<file path="src/rtl/gps_sv_sweeper.sv">
// SV sweep controller and result-capture FIFO for the GPS core.
// Define GPS_SWEEP_PARITY_EN to add the out_parity port and per-entry parity.
module gps_sv_sweeper #(
  parameter int SV_FIRST       = 1,
  parameter int SV_LAST        = 32,
  parameter int FIFO_DEPTH     = 4,
  parameter int TIMEOUT_CYCLES = 4096
) (
  input  logic         sys_clk_50,
  input  logic         rst_n,
  input  logic         sweep_start,
  output logic         sweep_busy,
  output logic         sweep_done,
  output logic         timeout_err,
  output logic [5:0]   sv_num,
  output logic         startRound,
  input  logic [12:0]  ca_code,
  input  logic [127:0] p_code,
  input  logic [127:0] l_code,
  input  logic         l_code_valid,
  output logic         out_valid,
  input  logic         out_ready,
  output logic [5:0]   out_sv,
  output logic [12:0]  out_ca,
  output logic [127:0] out_p,
  output logic [127:0] out_l,
  output logic [4:0]   fifo_count
`ifdef GPS_SWEEP_PARITY_EN
  ,
  output logic         out_parity
`endif
);

  localparam int AW = $clog2(FIFO_DEPTH);
  localparam int TW = $clog2(TIMEOUT_CYCLES);

  localparam logic [2:0] S_IDLE   = 3'd0;
  localparam logic [2:0] S_LAUNCH = 3'd1;
  localparam logic [2:0] S_DISARM = 3'd2;
  localparam logic [2:0] S_WAIT   = 3'd3;
  localparam logic [2:0] S_PUSH   = 3'd4;
  localparam logic [2:0] S_DONE   = 3'd5;

  typedef struct packed {
    logic [5:0]   sv;
    logic [12:0]  ca;
    logic [127:0] p;
    logic [127:0] l;
  } ent_t;

  logic [2:0]    r_state;
  logic [5:0]    r_sv;
  logic [TW-1:0] r_cnt;
  logic          r_terr;
  ent_t          r_cap;
  ent_t          r_mem [FIFO_DEPTH];
  logic [AW-1:0] r_wr;
  logic [AW-1:0] r_rd;
  logic [4:0]    r_count;

  logic [TW-1:0] w_cnt_inc;
  logic          w_push;
  logic          w_pop;
  logic          w_tmo;
  logic          w_adv;
  logic          w_last;
  ent_t          w_head;

  assign w_cnt_inc = r_cnt + TW'(1);
  assign w_last    = (r_sv == 6'(SV_LAST));
  // a pop in the same cycle never makes room for the push
  assign w_push    = (r_state == S_PUSH) &&
                     (r_count < 5'(FIFO_DEPTH));
  // a valid in WAIT wins over an expiring counter
  assign w_tmo     = ((r_state == S_DISARM) ||
                      ((r_state == S_WAIT) && !l_code_valid)) &&
                     (w_cnt_inc == TW'(TIMEOUT_CYCLES - 1));
  assign w_adv     = w_push | w_tmo;
  assign w_pop     = out_valid & out_ready;
  assign w_head    = r_mem[r_rd];

  always_ff @(posedge sys_clk_50 or negedge rst_n) begin
    if (!rst_n) begin
      r_state <= S_IDLE;
      r_sv    <= '0;
      r_cnt   <= '0;
      r_terr  <= 1'b0;
      r_cap   <= '0;
    end else begin
      unique case (r_state)
        S_IDLE: begin
          if (sweep_start) begin
            r_sv    <= 6'(SV_FIRST);
            r_terr  <= 1'b0;
            r_state <= S_LAUNCH;
          end
        end
        S_LAUNCH: begin
          r_cnt   <= '0;
          r_state <= S_DISARM;
        end
        S_DISARM: begin
          r_cnt <= w_cnt_inc;
          if (!l_code_valid) r_state <= S_WAIT;
        end
        S_WAIT: begin
          r_cnt <= w_cnt_inc;
          if (l_code_valid) begin
            r_cap   <= {r_sv, ca_code, p_code, l_code};
            r_state <= S_PUSH;
          end
        end
        S_PUSH: ;
        S_DONE: r_state <= S_IDLE;
        default: r_state <= S_IDLE;
      endcase
      if (w_tmo) r_terr <= 1'b1;
      // compare before increment so SV_LAST = 63 cannot wrap
      if (w_adv) begin
        if (w_last) begin
          r_state <= S_DONE;
        end else begin
          r_sv    <= r_sv + 6'd1;
          r_state <= S_LAUNCH;
        end
      end
    end
  end

  always_ff @(posedge sys_clk_50 or negedge rst_n) begin
    if (!rst_n) begin
      r_wr    <= '0;
      r_rd    <= '0;
      r_count <= '0;
    end else begin
      if (w_push) r_wr <= r_wr + AW'(1);
      if (w_pop)  r_rd <= r_rd + AW'(1);
      case ({w_push, w_pop})
        2'b10:   r_count <= r_count + 5'd1;
        2'b01:   r_count <= r_count - 5'd1;
        default: ;
      endcase
    end
  end

`ifdef GPS_SWEEP_PARITY_EN
  logic r_par [FIFO_DEPTH];
`endif

  always_ff @(posedge sys_clk_50) begin
    if (w_push) begin
      r_mem[r_wr] <= r_cap;
`ifdef GPS_SWEEP_PARITY_EN
      r_par[r_wr] <= ^r_cap;
`endif
    end
  end

`ifdef GPS_SWEEP_PARITY_EN
  assign out_parity = out_valid & r_par[r_rd];
`endif

  assign out_valid   = (r_count != 5'd0);
  assign out_sv      = out_valid ? w_head.sv : '0;
  assign out_ca      = out_valid ? w_head.ca : '0;
  assign out_p       = out_valid ? w_head.p  : '0;
  assign out_l       = out_valid ? w_head.l  : '0;
  assign fifo_count  = r_count;
  assign sv_num      = r_sv;
  assign startRound  = (r_state == S_LAUNCH);
  assign sweep_done  = (r_state == S_DONE);
  assign sweep_busy  = (r_state != S_IDLE);
  assign timeout_err = r_terr;

endmodule

</file>
<file path="config.mk">
export PLATFORM = sky130hd
export DESIGN_NAME = gps_sv_sweeper
export DESIGN_NICKNAME = d
export VERILOG_FILES = /design/src/rtl/gps_sv_sweeper.sv
export SDC_FILE = /design/constraint.sdc
export NUM_CORES = 1
export LEC_CHECK = 0
export ABC_AREA = 1
export BUFFER_PORTS_ARGS = -buffer_cell sky130_fd_sc_hd__buf_2
export CAP_MARGIN = 20
export CELL_PAD_IN_SITES_DETAIL_PLACEMENT = 1
export CELL_PAD_IN_SITES_GLOBAL_PLACEMENT = 2
export CORE_ASPECT_RATIO = 1.1
export CORE_MARGIN = 1
export CORE_UTILIZATION = 44
export CTS_CLUSTER_DIAMETER = 80
export CTS_CLUSTER_SIZE = 25
export DETAILED_ROUTE_END_ITERATION = 6
export HOLD_SLACK_MARGIN = 0.12
export PLACE_DENSITY = 0.94
export SKIP_CTS_REPAIR_TIMING = 1
export SLEW_MARGIN = 20
export SYNTH_ARGS = -nofsm -noshare
export SYNTH_HDL_FRONTEND = slang
export SYNTH_SLANG_ARGS = --single-unit
</file>
<file path="constraint.sdc">
create_clock -name sys_clk_50 -period 37.3 [get_ports sys_clk_50]
set_input_delay 7.46 -clock sys_clk_50 [delete_from_list [all_inputs] [get_ports sys_clk_50]]
set_output_delay 7.46 -clock sys_clk_50 [all_outputs]
set_load 0.05 [all_outputs]
</file>
==> results.py <==
metrics = {
    "grt": {
        "grt_pass1_wl_microns": 216000,
        "track_usage": 0.2288,
        "grt_antenna_before_repair": 37,
        "grt_max_degree": 180,
        "grt_pass1_vias": 35970,
        "globalRoute.totalOverflow": 0,
    },
    "worst_setup_path": {
        "endpoint_kind": "output port",
        "setup.worst_path.class": "reg -> out",
        "cp_max_fo": 94,
        "crit_start": "r_rd[0]",
        "crit_top_cell": "buf_4",
        "start_kind": "register",
        "r2r_start": "r_state[1]",
        "slowest_stage": "dfrtp_4",
        "cpPeakStageDelay_ns": 1.02,
        "crit_chain": "buf_4 > buf_4 > buf_4 > nor2_1 > nor2_1 > o21ai_0 > a21oi_1 > buf_2",
        "arrival_ns": 5.50,
        "cp_data_required_time_ns": 29.84,
    },
    "logic_synthesis": {
        "ys_types": 30,
        "yosysTopAreaCellShare": 0.6090,
        "yosysTopAreaCell": "edfxtp_1",
        "synth_area_leaders": "edfxtp_1 (61%), dfrtp_1 (14%), nor2_1 (7.8%), mux2_2 (5.6%), o21ai_0 (4.8%)",
        "ys_ff_latch": 1406,
        "syn_nets": 4378,
        "avgSynthCellArea_sq_um": 13.26,
        "synth_cells": 4091,
        "ys_warn_count": 0,
        "synth-seq-area-share": 0.7502,
        "syn_area_sq_um": 54240,
    },
    "clock_network": {
        "cts-buffers-inserted": 69,
        "cts_tree": "built",
        "path_clk_slew_ns": 0.09,
        "clock_sinks": 1406,
        "htree_levels": 3,
        "clock_latency_ns": 0.70,
        "root_buffer": "clkbuf_16",
        "ctsLongestPathBuffers": 3,
    },
    "floorplanning": {
        "num_rows": 134,
        "io_pins": 565,
        "initial_utilization": 0.4456,
        "dieArea_sq_um": 124700,
        "core_sq_um": 121700,
        "die_x_microns": 336.8,
        "die_h_microns": 370.2,
    },
    "power": {
        "ir_drop_mv": 0.06992,
        "cellPowerDensity_nw_per_um2": 87.97,
        "leakagePower_nw": 21.90,
    },
    "finish": {
        "area_growth_pct": 11.94,
        "final_cell_mix": "nor2_1 (1125), edfxtp_1 (1100), buf_2 (563), o21ai_0 (516), dfrtp_1 (304)",
        "drive_gt1_frac": 0.2137,
        "nets": 4808,
        "final_common_cell": "nor2_1",
    },
    "timing": {
        "relSlewSlack": 0.1145,
        "fin_setup_tns_ns": 0,
        "maxSlewViolCount": 0,
        "worstMarginPinSlew_ns": 1.328,
        "setup_viol": 0,
        "whs_ns": 0.5019,
        "hold_viol_final": 0,
        "rsz0062_at_grt": "false",
        "skew_ns": 0.03108,
        "fmax_mhz": 77.16,
        "finalCritPeriodShare": 0.3475,
        "min_period_ns": 12.96,
    },
    "routing": {
        "first_pass_iters": 5,
        "vias": 33890,
        "drt_iter0_drc": 2348,
        "via_per_inst": 5.445,
        "wl_per_cell_microns": 23.32,
        "antenna_left": 0,
        "routed_wl_microns": 145100,
        "drc_errors": 0,
    },
    "placement": {
        "gp_congestion": 0.7645,
        "dp_hpwl_microns": 85570,
        "port_buffers": 564,
    },
    "worst_hold_path": {
        "hold_class": "reg -> reg",
        "min_from": "fifo_count[4]",
    },
    "run": {
        "cap_violations": 0,
    },
    "outcome": {
        "outcome": "finished, final reports clean",
    },
}
[layout make-up]
type	count	area [sq um]
well taps	1632	2042
multi-input cells	2396	12380
diodes	24	60.06
flip-flops and latches	1406	40700
clock inverters	13	175.2
inverters	43	176.4
clock buffers	105	1926
repair buffers	605	3261
fillers	12530	61000
[power breakdown]
part	total, mW	switching, mW	internal (mW)
sequential	2.27	0.227	2.04
clock	0.872	0.496	0.376
combinational	2.20	1.65	0.556
[critical path, delay by kind of cell, from the launching register on]
| kind | cells | cell delay (ns) |
|---|---|---|
| buffers and inverters | 4 | 2.91 |
| flip-flops | 1 | 1.02 |
| AO/OA/AOI/OAI | 2 | 0.37 |
| AND/OR/NAND/NOR | 2 | 0.32 |
[state kept, by name, indices dropped and copies added, names as in the netlist]
name	cells
sv_num	6
fifo_count	5
r_cap	275
r_cnt	12
r_state	3
r_rd	2
timeout_err	1
r_mem	1100
r_wr	2
[cell usage after synthesis]
master,number
nor2_4,1
dfrtp_1,306
inv_2,1
a31oi_1,1
a21o_1,2
nand4_1,5
nor3_1,6
nand3_1,17
a22o_1,1
nor2_1,1129
o22ai_1,4
buf_2,95
a21oi_1,281
xnor2_1,2
or2_2,1
clkbuf_1,141
fa_1,1
mux2_2,269
nand2_2,3
edfxtp_1,1100
xor2_1,7
nor2_2,2
o21ai_0,516
ha_1,12
buf_6,1
o21ai_1,58
clkinv_1,1
nand2_1,78
inv_1,41
buf_1,9
[per-stage QoR]
stage	utilization	std cells	total power [mW]	setup slack [ns]	instance area (sq um)
CTS	0.4981	6199	5.374	24.27	60630
detailed placement	0.4808	6081	4.502	25.07	58530
global route	0.4988	6222	5.574	23.99	60710
finish	0.4988	6224	5.341	24.34	60720
global placement	0.4808	6081	4.403	25.27	58530
floorplan	-	4091	3.825	23.85	54240
[layer usage]
layer | up-vias | wire [microns] | GRT usage
li1 | 15280 | - | -
met1 | 17460 | 57850 | 0.2803
met2 | 893 | 74810 | 0.4012
met3 | 233 | 7266 | 0.03528
met4 | 18 | 5083 | 0.09659
met5 | - | 111 | 0
[path summary, 6_finish.rpt]
kind                                  to  slack [ns]  depth (start not counted)
min in group asynchronous     r_cap[274]        6.77                          1
max in group asynchronous     r_cap[242]       29.00                          2
hold / removal             fifo_count[4]        0.50                          1
setup reg to reg            r_mem[0][15]       32.43                          7
hold reg to reg            fifo_count[4]        0.50                          1
setup / recovery               out_p[91]       24.34                          8
[cells by family (layout without fill, tap and decap cells)]
| kind of cell | Yosys count | after routing | share of synthesized area |
|---|---|---|---|
| multiplexers | 269 | 269 | 0.05585 |
| XOR/XNOR | 9 | 9 | 0.001453 |
| other | 0 | 24 | 0 |
| AO/OA/AOI/OAI | 863 | 863 | 0.07991 |
| buffers and inverters | 289 | 766 | 0.02233 |
| AND/OR/NAND/NOR | 1242 | 1242 | 0.08713 |
| adder cells (fa/ha/maj) | 13 | 13 | 0.003137 |
| flip-flops | 1406 | 1406 | 0.7502 |
Power figures use the tool's default switching activity.
